`src/rtl/runner_pkg.sv`:
```
// Shared constants for the runner game engine: FSM encodings and level width.
package runner_pkg;

    localparam logic [1:0] ST_IDLE  = 2'd0;
    localparam logic [1:0] ST_RUN   = 2'd1;
    localparam logic [1:0] ST_PAUSE = 2'd2;
    localparam logic [1:0] ST_OVER  = 2'd3;

    localparam int LEVEL_W = 4;
    localparam logic [LEVEL_W-1:0] LEVEL_MAX = '1;

endpackage

```
`src/rtl/runner_tick_gen.sv`:
```
// Programmable period divider: o_tick is high on the cycle the count reaches period-1.
module runner_tick_gen #(
    parameter int PER_W = 18
)(
    input  logic             CLK,
    input  logic             RST,
    input  logic             i_enable,
    input  logic             i_clear,
    input  logic [PER_W-1:0] i_period,
    output logic             o_tick
);

    localparam logic [PER_W-1:0] ONE = PER_W'(1);

    logic [PER_W-1:0] r_cnt;

    assign o_tick = i_enable && (r_cnt == i_period - ONE);

    // Count holds while disabled so a paused interval resumes where it stopped.
    always_ff @(posedge CLK or posedge RST) begin
        if (RST) begin
            r_cnt <= '0;
        end else if (i_clear || o_tick) begin
            r_cnt <= '0;
        end else if (i_enable) begin
            r_cnt <= r_cnt + ONE;
        end
    end

endmodule

```
`src/rtl/runner_game_core.sv`:
```
// Runner game engine: FSM, obstacle map shifter with gap-limited spawning,
// jump timer, saturating score and score-driven speed ramp.
module runner_game_core
    import runner_pkg::*;
#(
    parameter int COLS       = 16,
    parameter int SCORE_W    = 32,
    parameter int TICK_INIT  = 250000,
    parameter int TICK_MIN   = 62500,
    parameter int TICK_STEP  = 12500,
    parameter int LEVEL_PTS  = 32,
    parameter int JUMP_TICKS = 3,
    parameter int GAP_MIN    = 2
)(
    input  logic               CLK,
    input  logic               RST,
    input  logic               i_start,
    input  logic               i_jump,
    input  logic               i_pause,
    input  logic               i_abort,
    input  logic [15:0]        i_rand,
    output logic [1:0]         o_state,
    output logic [COLS-1:0]    o_obs_map,
    output logic               o_dino_air,
    output logic [SCORE_W-1:0] o_score,
    output logic [LEVEL_W-1:0] o_level,
    output logic               o_tick,
    output logic               o_game_over
);

    localparam int PER_W = $clog2(TICK_INIT + 1);
    localparam int JMP_W = (JUMP_TICKS < 1) ? 1 : $clog2(JUMP_TICKS + 1);
    localparam int GAP_W = (GAP_MIN < 1) ? 1 : $clog2(GAP_MIN + 1);

    localparam logic [PER_W-1:0]   P_INIT  = PER_W'(TICK_INIT);
    localparam logic [PER_W-1:0]   P_MIN   = PER_W'(TICK_MIN);
    localparam logic [PER_W-1:0]   P_STEP  = PER_W'(TICK_STEP);
    localparam logic [PER_W-1:0]   P_FLOOR = PER_W'(TICK_MIN + TICK_STEP);
    localparam logic [JMP_W-1:0]   J_LOAD  = JMP_W'(JUMP_TICKS);
    localparam logic [JMP_W-1:0]   J_ONE   = JMP_W'(1);
    localparam logic [GAP_W-1:0]   G_MIN   = GAP_W'(GAP_MIN);
    localparam logic [GAP_W-1:0]   G_ONE   = GAP_W'(1);
    localparam logic [SCORE_W-1:0] S_ONE   = SCORE_W'(1);
    localparam logic [SCORE_W-1:0] S_PTS   = SCORE_W'(LEVEL_PTS);
    localparam logic [LEVEL_W-1:0] L_ONE   = LEVEL_W'(1);

    logic [1:0]         r_state;
    logic [COLS-1:0]    r_map;
    logic [SCORE_W-1:0] r_score;
    logic [LEVEL_W-1:0] r_level;
    logic [PER_W-1:0]   r_period;
    logic [JMP_W-1:0]   r_jump_cnt;
    logic [GAP_W-1:0]   r_gap_cnt;
    logic               r_air;
    logic               r_tick;
    logic               r_game_over;

    logic               w_run;
    logic               w_restart;
    logic               w_tick;
    logic               w_step;
    logic               w_jump_ok;
    logic [JMP_W-1:0]   w_jump_next;
    logic               w_spawn;
    logic [COLS-1:0]    w_map_shift;
    logic               w_hit;
    logic [SCORE_W-1:0] w_score_inc;
    logic               w_score_sat;
    logic               w_level_up;
    logic [PER_W-1:0]   w_period_dec;
    logic [1:0]         w_state_next;
    logic               w_unused;

    assign w_unused  = ^i_rand[15:2];
    assign w_run     = (r_state == ST_RUN);
    assign w_restart = i_start && ((r_state == ST_IDLE) || (r_state == ST_OVER));

    runner_tick_gen #(.PER_W(PER_W)) u_tick_gen (
        .CLK      (CLK),
        .RST      (RST),
        .i_enable (w_run),
        .i_clear  (w_restart),
        .i_period (r_period),
        .o_tick   (w_tick)
    );

    // An abort landing on a tick wins outright: the display freezes pre-tick.
    assign w_step    = w_tick && !i_abort;
    assign w_jump_ok = w_run && i_jump && !i_abort && !i_pause && (r_jump_cnt == '0);

    always_comb begin
        w_jump_next = r_jump_cnt;
        if (w_jump_ok) begin
            w_jump_next = J_LOAD;
        end else if (w_step && (r_jump_cnt != '0)) begin
            w_jump_next = r_jump_cnt - J_ONE;
        end
    end

    assign w_spawn      = (r_gap_cnt >= G_MIN) && (i_rand[1:0] == 2'b00);
    assign w_map_shift  = {w_spawn, r_map[COLS-1:1]};
    assign w_hit        = w_step && w_map_shift[0] && (w_jump_next == '0);
    assign w_score_inc  = r_score + S_ONE;
    assign w_score_sat  = &r_score;
    assign w_level_up   = w_step && !w_hit && !w_score_sat &&
                          ((w_score_inc % S_PTS) == '0) && (r_level != LEVEL_MAX);
    assign w_period_dec = (r_period >= P_FLOOR) ? (r_period - P_STEP) : P_MIN;

    always_comb begin
        w_state_next = r_state;
        case (r_state)
            ST_IDLE, ST_OVER: begin
                if (w_restart) w_state_next = ST_RUN;
            end
            ST_RUN: begin
                if (i_abort || w_hit) w_state_next = ST_OVER;
                else if (i_pause)     w_state_next = ST_PAUSE;
            end
            default: begin
                if (i_abort)      w_state_next = ST_OVER;
                else if (i_pause) w_state_next = ST_RUN;
            end
        endcase
    end

    always_ff @(posedge CLK or posedge RST) begin
        if (RST) begin
            r_state     <= ST_IDLE;
            r_map       <= '0;
            r_score     <= '0;
            r_level     <= '0;
            r_period    <= P_INIT;
            r_jump_cnt  <= '0;
            r_gap_cnt   <= G_MIN;
            r_air       <= 1'b0;
            r_tick      <= 1'b0;
            r_game_over <= 1'b0;
        end else begin
            r_state     <= w_state_next;
            r_tick      <= w_step;
            r_game_over <= (w_state_next == ST_OVER) && (r_state != ST_OVER);
            if (w_restart) begin
                r_map      <= '0;
                r_score    <= '0;
                r_level    <= '0;
                r_period   <= P_INIT;
                r_jump_cnt <= '0;
                r_gap_cnt  <= G_MIN;
                r_air      <= 1'b0;
            end else begin
                r_jump_cnt <= w_jump_next;
                r_air      <= (w_jump_next != '0);
                if (w_step) begin
                    r_map     <= w_map_shift;
                    r_gap_cnt <= w_spawn ? '0 :
                                 ((r_gap_cnt >= G_MIN) ? r_gap_cnt : r_gap_cnt + G_ONE);
                    if (!w_hit && !w_score_sat) r_score <= w_score_inc;
                    if (w_level_up) begin
                        r_level  <= r_level + L_ONE;
                        r_period <= w_period_dec;
                    end
                end
            end
        end
    end

    assign o_state     = r_state;
    assign o_obs_map   = r_map;
    assign o_dino_air  = r_air;
    assign o_score     = r_score;
    assign o_level     = r_level;
    assign o_tick      = r_tick;
    assign o_game_over = r_game_over;

endmodule

```
`config.mk`:
```
export PLATFORM = sky130hd
export DESIGN_NAME = runner_game_core
export DESIGN_NICKNAME = d
export VERILOG_FILES = /design/src/rtl/runner_pkg.sv /design/src/rtl/runner_tick_gen.sv /design/src/rtl/runner_game_core.sv
export SDC_FILE = /design/constraint.sdc
export NUM_CORES = 1
export LEC_CHECK = 0
export CAP_MARGIN = 10
export CORE_MARGIN = 1.5
export CORE_UTILIZATION = 43
export DETAILED_ROUTE_END_ITERATION = 16
export HOLD_SLACK_MARGIN = 0.08
export PLACE_DENSITY_LB_ADDON = 0.12
export SKIP_LAST_GASP = 1
export SYNTH_ARGS = -nofsm -noshare
export SYNTH_HDL_FRONTEND = slang
export SYNTH_SLANG_ARGS = --single-unit
```
`constraint.sdc`:
```
create_clock -name CLK -period 4.9 [get_ports CLK]
set_input_delay 1.47 -clock CLK [delete_from_list [all_inputs] [get_ports CLK]]
set_output_delay 1.47 -clock CLK [all_outputs]
set_load 0.05 [all_outputs]
```
After elaboration in Yosys (flattened, before gate mapping)
Index checks and enable logic that the tools add are counted.
- register bits: 97
- input bits: 22
- output and inout port bits: 57
- logic and storage cells: 95
- add/sub/neg operators: 7
- order comparisons: 2
- equality and inequality tests: 7
- muxes and demuxes: 28
- reduce and logical (&&, ||, !) cells: 40
- operator list (cell ; count):
    two-way mux 18 bit ; 6
    two-way mux 32 bit ; 3
    adder 32 x 1 -> 32 bit (second input constant) ; 1
    zero test 32 bit ; 1
    two-way mux 16 bit ; 2
    AND reduction 32 bit ; 1
    two-way mux 2 bit ; 12
    adder 18 x 1 -> 18 bit (second input constant) ; 1
    == test 18 bit ; 1
    >= comparator 18 x 17 -> 1 bit (second input constant) ; 1
    subtractor 18 x 1 -> 18 bit (second input constant) ; 1
    subtractor 18 x 14 -> 18 bit (second input constant) ; 1
    logical AND 1 bit ; 17
    two-way mux 4 bit ; 3
    nonzero test 2 bit ; 6
    zero test 2 bit ; 4
    AND reduction 2 bit ; 3
    adder 4 x 1 -> 4 bit (second input constant) ; 1
    == test 2 bit (second input constant) ; 2
    zero test 1 bit ; 4
    != test 4 bit (second input constant) ; 1
    case mux 2 bit (2 select lines) ; 1
    logical OR 1 bit ; 3
    != test 3 x 2 -> 1 bit (second input constant) ; 1
    other kinds (7) ; 7

Longest topological paths before layout
- depth after elaboration: 17
- gate-level depth with buffers: 14
- mapped depth without buffers: 9

Modules after synthesis
From an unflattened synthesis, not the netlist that was laid out.
- cell total of the unflattened synthesis: 636
- area, all modules: 5759.3 um^2
- modules (own cells, without submodules) (module ; times used ; cells an instance ; area each (um^2) ; sequential area each (um^2)):
    runner_game_core ; 1 ; 452 ; 4120.2 ; 1936.9
    runner_tick_gen ; 1 ; 184 ; 1639.1 ; 450.4

Worst setup path before layout
No wires, ideal clock.
- kind: input port to flip-flop
- from: input port i_pause
- to: register r_period[17]
- setup time: 0.077 ns
- data arrival time: 3.533 ns
- data required time: 4.823 ns
- slack: 1.290 ns
- stages: 8
- buffers on the path: 1
- cells stage by stage: nor4bb_1 nand2_1 a31o_2 a2111oi_2 or4b_1 buf_2 or4_1 a21o_1
- longest elaborated chain between the ends: 13
- ends and longest elaborated chain (element ; RTL line ; source):
    start: declaration ; runner_game_core.sv:19 ; input logic i_pause,
    zero test 1 bit ; runner_game_core.sv:89 ; assign w_jump_ok = w_run && i_jump && !i_abort && !i_pause && (r_jump_cnt == '0);
    logical AND 1 bit (2 in a row) ; runner_game_core.sv:89 ;
    two-way mux 2 bit ; runner_game_core.sv:93 ; if (w_jump_ok) begin
    zero test 2 bit ; runner_game_core.sv:102 ; assign w_hit = w_step && w_map_shift[0] && (w_jump_next == '0);
    logical AND 1 bit ; runner_game_core.sv:102 ;
    zero test 1 bit ; runner_game_core.sv:105 ; assign w_level_up = w_step && !w_hit && !w_score_sat &&
    logical AND 1 bit (3 in a row) ; runner_game_core.sv:105 ;
    logical AND 1 bit ; runner_game_core.sv:106 ; ((w_score_inc % S_PTS) == '0) && (r_level != LEVEL_MAX);
    nonzero test 2 bit (no line) ; -- ;
    AND reduction 2 bit (no line) ; -- ;
    end signal: assignment ; runner_game_core.sv:160 ; r_period <= w_period_dec;
    end: declaration ; runner_game_core.sv:51 ; logic [PER_W-1:0] r_period;
Every way passes these cells.
A chain may end at the register's enable or synchronous reset.

Worst setup path after layout
- from: register r_period[2]
- to: register r_map[12] (netlist: o_obs_map[12])
- longest elaborated chain between the ends: 5
- ends and longest elaborated chain (element ; RTL line ; source):
    subtractor 18 x 1 -> 18 bit ; runner_tick_gen.sv:17 ; assign o_tick = i_enable && (r_cnt == i_period - ONE);
    == test 18 bit ; runner_tick_gen.sv:17 ;
    logical AND 1 bit ; runner_tick_gen.sv:17 ;
    logical AND 1 bit ; runner_game_core.sv:88 ; assign w_step = w_tick && !i_abort;
    nonzero test 2 bit (no line) ; -- ;
    end signal: assignment ; runner_game_core.sv:154 ; r_map <= w_map_shift;
    end: declaration ; runner_game_core.sv:48 ; logic [COLS-1:0] r_map;
Every way passes these cells.

==> impl_results.md <==
- Floorplan core area: roughly 0.013 sq mm
- Initial Utilization: approximately 44%
- Antenna diode count: 0
- Synthesis Warnings: 0
- Fraction of the cycle the final worst path needs: 85.7%
- Outcome: finished clean
- Dominant synthesized flop cell: dfrtp_1
- Antenna violations before repair: 0
- Post-synth top cells: dfrtp_1, nand2_1, nor2_1
- EDFF count, synth: 0
- Final hold viol count: 0
- I/O pins: 79
- Clock Tree Buf Depth: 2
- GRT Total Usage: between 20% and 30%
- Max Freq: around 240 MHz
- Max Cap Viol: 0
- Least-Margin Pin Slew: 0.977 ns
- Final min period: 4.20 ns
- Hold Buf Count CTS: 0
- Dominant cell type by area after synthesis: dfrtp_1
- Min-Delay Path Class: reg -> reg
- GRT Residual Overflow: 0
- Nature of the critical path startpoint: register
- Seq cells post-synth: between 90 and 100
- First-pass GRT wire length: 24,700 um
- Complex-gate fraction of the synthesized area: 16.4%
- Largest family of logic cells by synthesized area: simple AND/OR/NAND/NOR gates
- Fin cells: 875
- Rows: 42
- H-tree levels: 3
- Count leader, synth: dfrtp_1
- Slew Limit Fails: 0
- VDD IR max: 0.000590 V
- Crit Path Max Fanout: 19
- Placer congestion estimate: ~0.80
- Synthesized area: 0.00587 sq mm
- Worst hold slack: about 0.53 ns
- Vias in the first global route: around 5,000
- Clk_skew: approximately 0.012 ns
- Post-Synth Adder-Cell Area: 2.56%
- Hold_sp: r_period[17]
- Die Footprint: 0.0144 sq mm
- Post-placement cell count: about 860
- Mapped Cells: 656
- CTS Buf Count: 9
- Synth area leaders: dfrtp_1, mux2i_1, nand2_1, nor2_1, dfstp_2
- Final total negative setup slack: 0 ns
- Unique masters post-synth: 67
- Final ANT Viol Nets: 0
- Worst reg-to-reg setup slack: 0.70 ns
- # DRC: 0
- Worst-Skew Late Latency: 0.36 ns
- Avg WL per Cell: about 17 um
- WHS Endpoint: r_period[17]
- Number of port buffers: 64
- Clock transition at the registers of the reported paths: ~0.07 ns
- Syn nets: 690
- Iteration-0 DRC Markers: around 380
- Root Driver: clkbuf_16
- Share of layout cells above drive strength 1: ~7.6%
- Post-synthesis mux area share: 5.33%
- Mean Syn Cell Area: between 8 and 9 sq um
- Detail Placement HPWL: approximately 9900 um
- Die extent in y: between 100 and 150 um
- Rel. slew slack: between 30 and 40%
- Layout fillers: ~1,300
- TritonCTS clock tree: done
- Number of nets in the layout: roughly 730
- CP arrival: approximately 4.5 ns
- Register area share after synthesis: between 40% and 50%
- CTS Sinks: between 90 and 100
- Worst Hold Depth: 1
- Synth Area in Simple Gates: between 20% and 30%
- Syn-to-layout area delta: 18.3%
- P_leak: ~2.9 nW
- Unrepaired setup endpoints after global routing: no
- Worst endpoint required time: approximately 5.2 ns
- Postcts setup bufs: 0
- FF-to-FF path depth: 10
- PwrDens: about 320 mW/mm^2
- Post_cts resized: 0
- Drt total wl: between 10,000 and 15,000 um
- Yosys top cell area share: 37.1%
- Final-report setup violation count: 0
- Die X: 120 um
- Setup CP Type: reg -> reg
- RR Startpoint: r_period[2]
- DR vias/cell: ~6
- Crit path capture type: register
- Xor and xnor fraction of the mapped netlist area: about 5.7%
- R2R Path End: o_obs_map[12]
- Via count: between 5,000 and 6,000
- Largest net degree at the start of global routing: 52
- DR pass1 iterations: 5
- Share of flip-flops with an asynchronous set or reset: between 90% and 100%
logic make-up (layout without fill, tap and decap cells):
kind of cell | count (synthesis) | in the layout
flops | 95 | 95
xor+xnor | 38 | 38
buf+inv | 66 | 109
mux | 31 | 31
simple gates | 279 | 279
compound gates | 135 | 135
fa+ha+maj | 12 | 12
cells in the final DEF (no fill, tap or decap), types with 6 or more instances in the layout:
cell type	Yosys	routed
a31oi_1	11	11
dfrtp_1	87	87
mux2i_1	29	29
a211oi_1	7	7
nand3_1	21	21
nand2b_1	17	17
clkdlybuf4s50_1	0	64
and3_1	14	14
xor2_1	21	21
o21ai_0	20	20
nand4_1	30	30
nand2_1	74	73
xnor2_1	17	17
nor3_1	10	10
a41o_1	7	7
or4_1	6	6
nor2_1	61	61
o211ai_1	11	11
buf_4	1	10
inv_1	19	18
a32o_1	6	6
ha_1	12	12
a21oi_1	29	29
or3_1	8	8
dfstp_2	8	8
nor4_1	11	11
clkbuf_16	0	9
sequential cells by signal, summed over array words and instances, names as in the netlist:
register / cells
o_state: 2
o_score: 32
r_jump_cnt: 2
r_gap_cnt: 2
o_game_over: 1
u_tick_gen.r_cnt: 18
o_tick: 1
r_period: 16
o_level: 4
o_dino_air: 1
o_obs_map: 16
worst max path at each step:
stage,from,slack [ns],depth (start not counted),to
finish,r_period[2],0.70,10,o_obs_map[12]
global route,r_period[2],0.39,10,o_obs_map[13]
CTS,r_period[2],0.74,10,o_obs_map[13]
detailed placement,i_pause,0.43,8,o_score[28]
global placement,i_pause,0.51,8,o_score[27]
floorplan,RST,0.97,1,o_dino_air
through the flow:
stage               total power, mW  cell area, sq um  util, %  setup WS [ns]
floorplan                      1.33              5870        -          0.966
detailed placement             1.49              6620     49.8          0.426
global route                   2.37              6940     52.2          0.387
global placement               1.47              6620     49.8          0.508
finish                         2.25              6940     52.2          0.699
CTS                            2.27              6940     52.2          0.741
layer usage:
layer	global-route usage (%)	wire, um
met1	29.0	6870
met2	33.5	6740
met3	4.33	702
met4	9.30	306
met5	0	0
power breakdown:
group	internal (mW)	switching, mW	total, mW	leakage [nW]
clock	0.450	0.324	0.775	0.149
sequential	0.817	0.0391	0.856	1.29
combinational	0.195	0.421	0.616	1.47
total	1.46	0.785	2.25	2.91
area by class of cell:
| type | count | area [sq um] | area share (%) |
|---|---|---|---|
| sequential | 95 | 2390 | 34.4 |
| clock buffer | 10 | 229 | 3.30 |
| clock inverter | 6 | 92.6 | 1.33 |
| tap | 176 | 220 | 3.17 |
| multi-input combinational | 495 | 3220 | 46.4 |
| timing repair buffer | 74 | 716 | 10.3 |
| inverter | 19 | 73.8 | 1.06 |
worst max-delay path, stage by stage (launching register included):
cell,delay (ns)
dfrtp_1,0.46
inv_1,0.11
ha_1,0.34
or3b_1,0.51
nor4b_2,0.36
xnor2_1,0.19
nand4_1,0.41
nor4_1,0.92
nor2b_2,0.28
buf_4,0.30
mux2i_1,0.24
Note: power is estimated with default switching activity, not from simulation.
